**src/rtl/if_fetch_queue.sv**
```systemverilog
// Instruction fetch: one outstanding imem request, DEPTH-entry {pc, word} FIFO to decode,
// and EX redirect that flushes the FIFO and restarts fetch at the new address.
module if_fetch_queue #(
  parameter logic [31:0] RESET_PC = 32'h0000_0000,
  parameter int          DEPTH    = 2
) (
  input  logic        clk,
  input  logic        rst_n,
  output logic        imem_req,
  output logic [31:0] imem_addr,
  input  logic        imem_ready,
  input  logic        imem_rvalid,
  input  logic [31:0] imem_rdata,
  input  logic        redirect_valid,
  input  logic [31:0] redirect_pc,
  output logic        inst_valid,
  input  logic        inst_ready,
  output logic [31:0] inst_code,
  output logic [31:0] inst_pc
);
  localparam int PW = $clog2(DEPTH);
  localparam int CW = PW + 1;
  localparam logic [CW-1:0] FULL = CW'(DEPTH);

  typedef enum logic [1:0] {IDLE, REQ, WAIT, DROP} state_t;

  state_t        state, state_nx;
  logic [31:0]   pc, req_pc;
  logic [31:0]   fifo_code [DEPTH];
  logic [31:0]   fifo_pc   [DEPTH];
  logic [PW-1:0] wr_ptr, rd_ptr;
  logic [CW-1:0] count, count_nx;
  logic          req_q, accept, push, pop;

  assign accept = req_q & imem_ready;
  // A redirect kills both the incoming response and the head being consumed.
  assign push   = (state == WAIT) & imem_rvalid & ~redirect_valid;
  assign pop    = inst_ready & (count != '0) & ~redirect_valid;

  always_comb begin
    count_nx = count;
    if (push && !pop)      count_nx = count + CW'(1);
    else if (pop && !push) count_nx = count - CW'(1);
  end

  always_comb begin
    state_nx = state;
    case (state)
      IDLE: if (!redirect_valid && count < FULL) state_nx = REQ;
      REQ: begin
        if (accept)              state_nx = redirect_valid ? DROP : WAIT;
        else if (redirect_valid) state_nx = IDLE;
      end
      WAIT: begin
        if (imem_rvalid) begin
          if (redirect_valid)        state_nx = IDLE;
          else if (count_nx < FULL)  state_nx = REQ;
          else                       state_nx = IDLE;
        end else if (redirect_valid) begin
          state_nx = DROP;
        end
      end
      DROP: if (imem_rvalid) state_nx = IDLE;
      default: state_nx = IDLE;
    endcase
  end

  always_ff @(posedge clk or negedge rst_n) begin
    if (!rst_n) begin
      state  <= IDLE;
      req_q  <= 1'b0;
      pc     <= RESET_PC;
      req_pc <= RESET_PC;
      wr_ptr <= '0;
      rd_ptr <= '0;
      count  <= '0;
    end else begin
      state <= state_nx;
      req_q <= (state_nx == REQ);
      if (accept) req_pc <= pc;
      if (redirect_valid) begin
        pc     <= {redirect_pc[31:2], 2'b00};
        wr_ptr <= '0;
        rd_ptr <= '0;
        count  <= '0;
      end else begin
        if (accept) pc <= pc + 32'd4;
        if (push)   wr_ptr <= wr_ptr + PW'(1);
        if (pop)    rd_ptr <= rd_ptr + PW'(1);
        count <= count_nx;
      end
    end
  end

  // Storage needs no reset; contents are only visible while count is non-zero.
  always_ff @(posedge clk) begin
    if (push) begin
      fifo_code[wr_ptr] <= imem_rdata;
      fifo_pc[wr_ptr]   <= req_pc;
    end
  end

  assign imem_req   = req_q;
  assign imem_addr  = pc;
  assign inst_valid = (count != '0);
  assign inst_code  = inst_valid ? fifo_code[rd_ptr] : 32'h0000_0013;
  assign inst_pc    = inst_valid ? fifo_pc[rd_ptr]   : 32'h0000_0000;

endmodule

```
**config.mk**
```make
export PLATFORM = sky130hd
export DESIGN_NAME = if_fetch_queue
export DESIGN_NICKNAME = d
export VERILOG_FILES = /design/src/rtl/if_fetch_queue.sv
export SDC_FILE = /design/constraint.sdc
export NUM_CORES = 1
export LEC_CHECK = 0
export ABC_AREA = 1
export ABC_CLOCK_PERIOD_IN_PS = 5150
export BUFFER_PORTS_ARGS = -buffer_cell sky130_fd_sc_hd__buf_2
export CORE_UTILIZATION = 55
export CTS_CLUSTER_SIZE = 10
export DETAILED_ROUTE_END_ITERATION = 16
export HOLD_SLACK_MARGIN = 0.06
export PLACE_DENSITY = 0.8
export SLEW_MARGIN = 20
export SYNTH_ARGS = -nofsm -noshare
export SYNTH_HDL_FRONTEND = slang
export SYNTH_SLANG_ARGS = --single-unit
```
**constraint.sdc**
```tcl
create_clock -name clk -period 5.15 [get_ports clk]
set_input_delay 0.2575 -clock clk [delete_from_list [all_inputs] [get_ports clk]]
set_output_delay 0.2575 -clock clk [all_outputs]
set_load 0.02 [all_outputs]
```
==> impl_metrics.env <==
export IMPL_synth_adder_area_share_pct=0.305
export IMPL_wl_um=19500
export IMPL_timing_rr_end="imem_req$_DFF_PN0_"
export IMPL_syn_cell_area_um2=8220
export IMPL_grt_pass1_wl_um=31500
export IMPL_first_global_vias=6146
export IMPL_antenna_found_initial=0
export IMPL_layoutNonFillerInstCount=1200
export IMPL_drc=0
export IMPL_r2r_slack_ps=2710
export IMPL_seq_area_frac_synth_pct=65.7
export IMPL_cts_root_buffer="clkbuf_16"
export IMPL_die_y_um=124
export IMPL_netlist_instances=803
export IMPL_reg2regPathDepth=12
export IMPL_clock_sinks=191
export IMPL_dp_cells=1121
export IMPL_area_delta_synth_final_pct=25.0
export IMPL_synth_xor_area_share_pct=2.35
export IMPL_routedWlPerCell_um=16.2
export IMPL_async_reset_ff_share_pct=35.1
export IMPL_clk_pin_slew_worst_paths_ps=70
export IMPL_crit_required_ps=4890
export IMPL_worstReg2RegStart="count[0]$_DFFE_PN0P_"
export IMPL_nFillCells=1072
export IMPL_slew_viol_final=0
export IMPL_cts_tree="built"
export IMPL_drive_gt1_share_pct=22.8
export IMPL_rsz0062_at_grt="false"
export IMPL_grt_usage_pct=26.0
export IMPL_whs_path_depth=3
export IMPL_tightest_slew_ps=996
export IMPL_ioPinCount=168
export IMPL_finalNetCount=1075
export IMPL_multi_input_area_um2=2480
export IMPL_cellLeakagePower_uw=0.00451
export IMPL_dieArea_um2=15400
export IMPL_finalClockSkew_ps=6.39
export IMPL_synthSimpleGateAreaFrac_pct=19.0
export IMPL_ctsHtreeMaxLevel=4
export IMPL_utilization_pct=70.7
export IMPL_yosysWarnings=0
export IMPL_slew_headroom_pct=33.6
export IMPL_max_cap_viol_count=0
export IMPL_top_usage_layer="met2"
export IMPL_syn_avg_cell_area_um2=10.2
export IMPL_power_density_nw_per_um2=420
export IMPL_grt_met1_usage_pct=36.0
export IMPL_first_pass_iters=7
export IMPL_setup_viol=0
export IMPL_synth_flop_cell="edfxtp_1"
export IMPL_cp_end_kind="primary output"
export IMPL_startpoint_type="register"
export IMPL_grt_overflow=0
export IMPL_fp_coreArea_um2=14500
export IMPL_hpwl_um=11900
export IMPL_fmax_ghz=0.325
export IMPL_ctsResizeCount=0
export IMPL_synth_compound_area_share_pct=8.16
export IMPL_synth_mux_area_share_pct=0
export IMPL_holdCritPathClass="in -> reg"
export IMPL_synth_distinct_cells=34
export IMPL_regArea_um2=5400
export IMPL_drtIter0Drc=560
export IMPL_cts_path_max_buffers=2
export IMPL_synth_edf_count=124
export IMPL_met2_usage_pct=40.5
export IMPL_critPathArrivalTime_ps=2820
export IMPL_viasPerCell=5.34
export IMPL_use_met3_pct=5.22
export IMPL_die_x_um=124
export IMPL_ant_nets=0
export IMPL_grt_max_degree=68
export IMPL_hold_viol=0
export IMPL_cts_buffers=17
export IMPL_vdd_drop_max_v=0.000294
export IMPL_crit_fanout=64
export IMPL_finalCritPeriodShare_pct=59.7
export IMPL_min_to="imem_addr[13]$_DFFE_PN0N_"
export IMPL_finalSetupTns_ps=0
export IMPL_vias=6403
export IMPL_ys_seq_elements=191
export IMPL_start_util_pct=56.5
export IMPL_min_from="redirect_pc[13]"
export IMPL_fin_crit_ps=3070
export IMPL_portBuffers=161
export IMPL_row_count=44
export IMPL_num_antenna_cells=0
export IMPL_gp_congestion=0.975
export IMPL_crit_type="reg -> out"
export IMPL_clock_latency_ps=430
export IMPL_synth_top_family_by_area="simple AND/OR/NAND/NOR gates"
export IMPL_status="finished clean"
export IMPL_p_total_uw=4310
synthesized netlist by cell type (3+ instances only):
library cell	number	area, um2
nor2_2	7	43.8
nand3_1	28	140
xor2_1	20	175
o21ai_0	96	480
o21bai_1	3	22.5
buf_4	5	37.5
nor3_2	7	70.1
buf_2	4	20.0
nand3_2	3	30.0
a21oi_1	8	40.0
dfrtp_1	67	1680
inv_1	47	176
nor3_1	8	40.0
nor2_1	149	559
clkbuf_1	25	93.8
edfxtp_1	124	3720
o221ai_1	4	35.0
nand2_2	3	18.8
o211ai_1	6	45.0
inv_2	7	26.3
nand2_1	163	612
o21ai_1	3	15.0
cells in the final DEF, fill, tap and decap left out, types with 4 or more instances in the layout:
master           n
clkbuf_16       17
clkinvlp_4       4
bufinv_16        4
nand3_1         28
a21oi_1          8
o221ai_1         4
dlygate4sd3_1   47
o211ai_1         6
buf_4            6
nor3_1           8
inv_6            4
nor2_2           7
dfrtp_1         67
inv_2            6
o21ai_0         96
inv_1           47
nor2_1         147
xor2_1          20
conb_1           4
buf_2          161
edfxtp_1       124
nor3_2           7
nand2_1        163
registers in the layout, indices dropped and copies added (netlist names):
register   flops
wr_ptr         1
fifo_pc       60
fifo_code     64
rd_ptr         1
imem_req       1
state          2
imem_addr     30
count          2
req_pc        30
worst max-delay path, stage by stage, from the launching register on:
cell and delay (ps):
dfrtp_1 320, buf_4 490, clkinv_2 890, nor2_1 370, nor2_1 90, buf_2 160
cell families after synthesis:
logic type,count (synthesis)
buf+inv,90
flops,191
xor+xnor,22
fa+ha+maj,2
simple gates,373
other cells,1
compound gates,124
area by class of cell:
cell class / instances / share of cell area (%)
inverter: 54 / 1.99
clock buffer: 17 / 4.14
timing repair buffer: 214 / 12.9
sequential: 191 / 52.6
tap: 184 / 2.24
clock inverter: 15 / 2.01
multi-input combinational: 525 / 24.2
metrics by stage:
step                setup slack (ps)  hold WS, ps  cell area [um2]
floorplan                       1320        -38.1             8230
global placement                2760          445             9170
detailed placement              2720          449             9170
CTS                             2360         67.8            10300
global route                    1800         93.8            10300
finish                          2080         87.9            10300
report_power, final:
group	switching (uW)	total (uW)	internal, uW
combinational	551	812	261
sequential	182	2090	1910
clock	588	1410	821
total	1320	4310	2990
metal layers:
| layer | vias up | part of all wire, % |
|---|---|---|
| li1 | 3067 | - |
| met1 | 3014 | 43 |
| met2 | 285 | 47 |
| met3 | 37 | 7.4 |
| met4 | 0 | 2.5 |
| met5 | - | 0 |
timing repair:
action                                 in CTS  in global routing
endpoints found under the hold margin     115                  0
hold buffers                               47                  0
setup buffers                               0                  0
how the worst max path moves through the flow:
| stage | to | start | depth (start not counted) | slack [ps] |
|---|---|---|---|---|
| after floorplan | fifo_code[0][0]$_DFFE_PP_ | state[0]$_DFF_PN0_ | 5 | 1320 |
| after global placement | imem_req$_DFF_PN0_ | count[0]$_DFFE_PN0P_ | 12 | 2760 |
| after detailed placement | imem_req$_DFF_PN0_ | count[0]$_DFFE_PN0P_ | 12 | 2720 |
| after CTS | inst_pc[30] | rd_ptr$_DFFE_PN0P_ | 5 | 2360 |
| after global routing | inst_code[19] | rd_ptr$_DFFE_PN0P_ | 5 | 1800 |
| final | inst_code[31] | rd_ptr$_DFFE_PN0P_ | 5 | 2080 |
No activity file was read; power rests on OpenSTA's default activity.
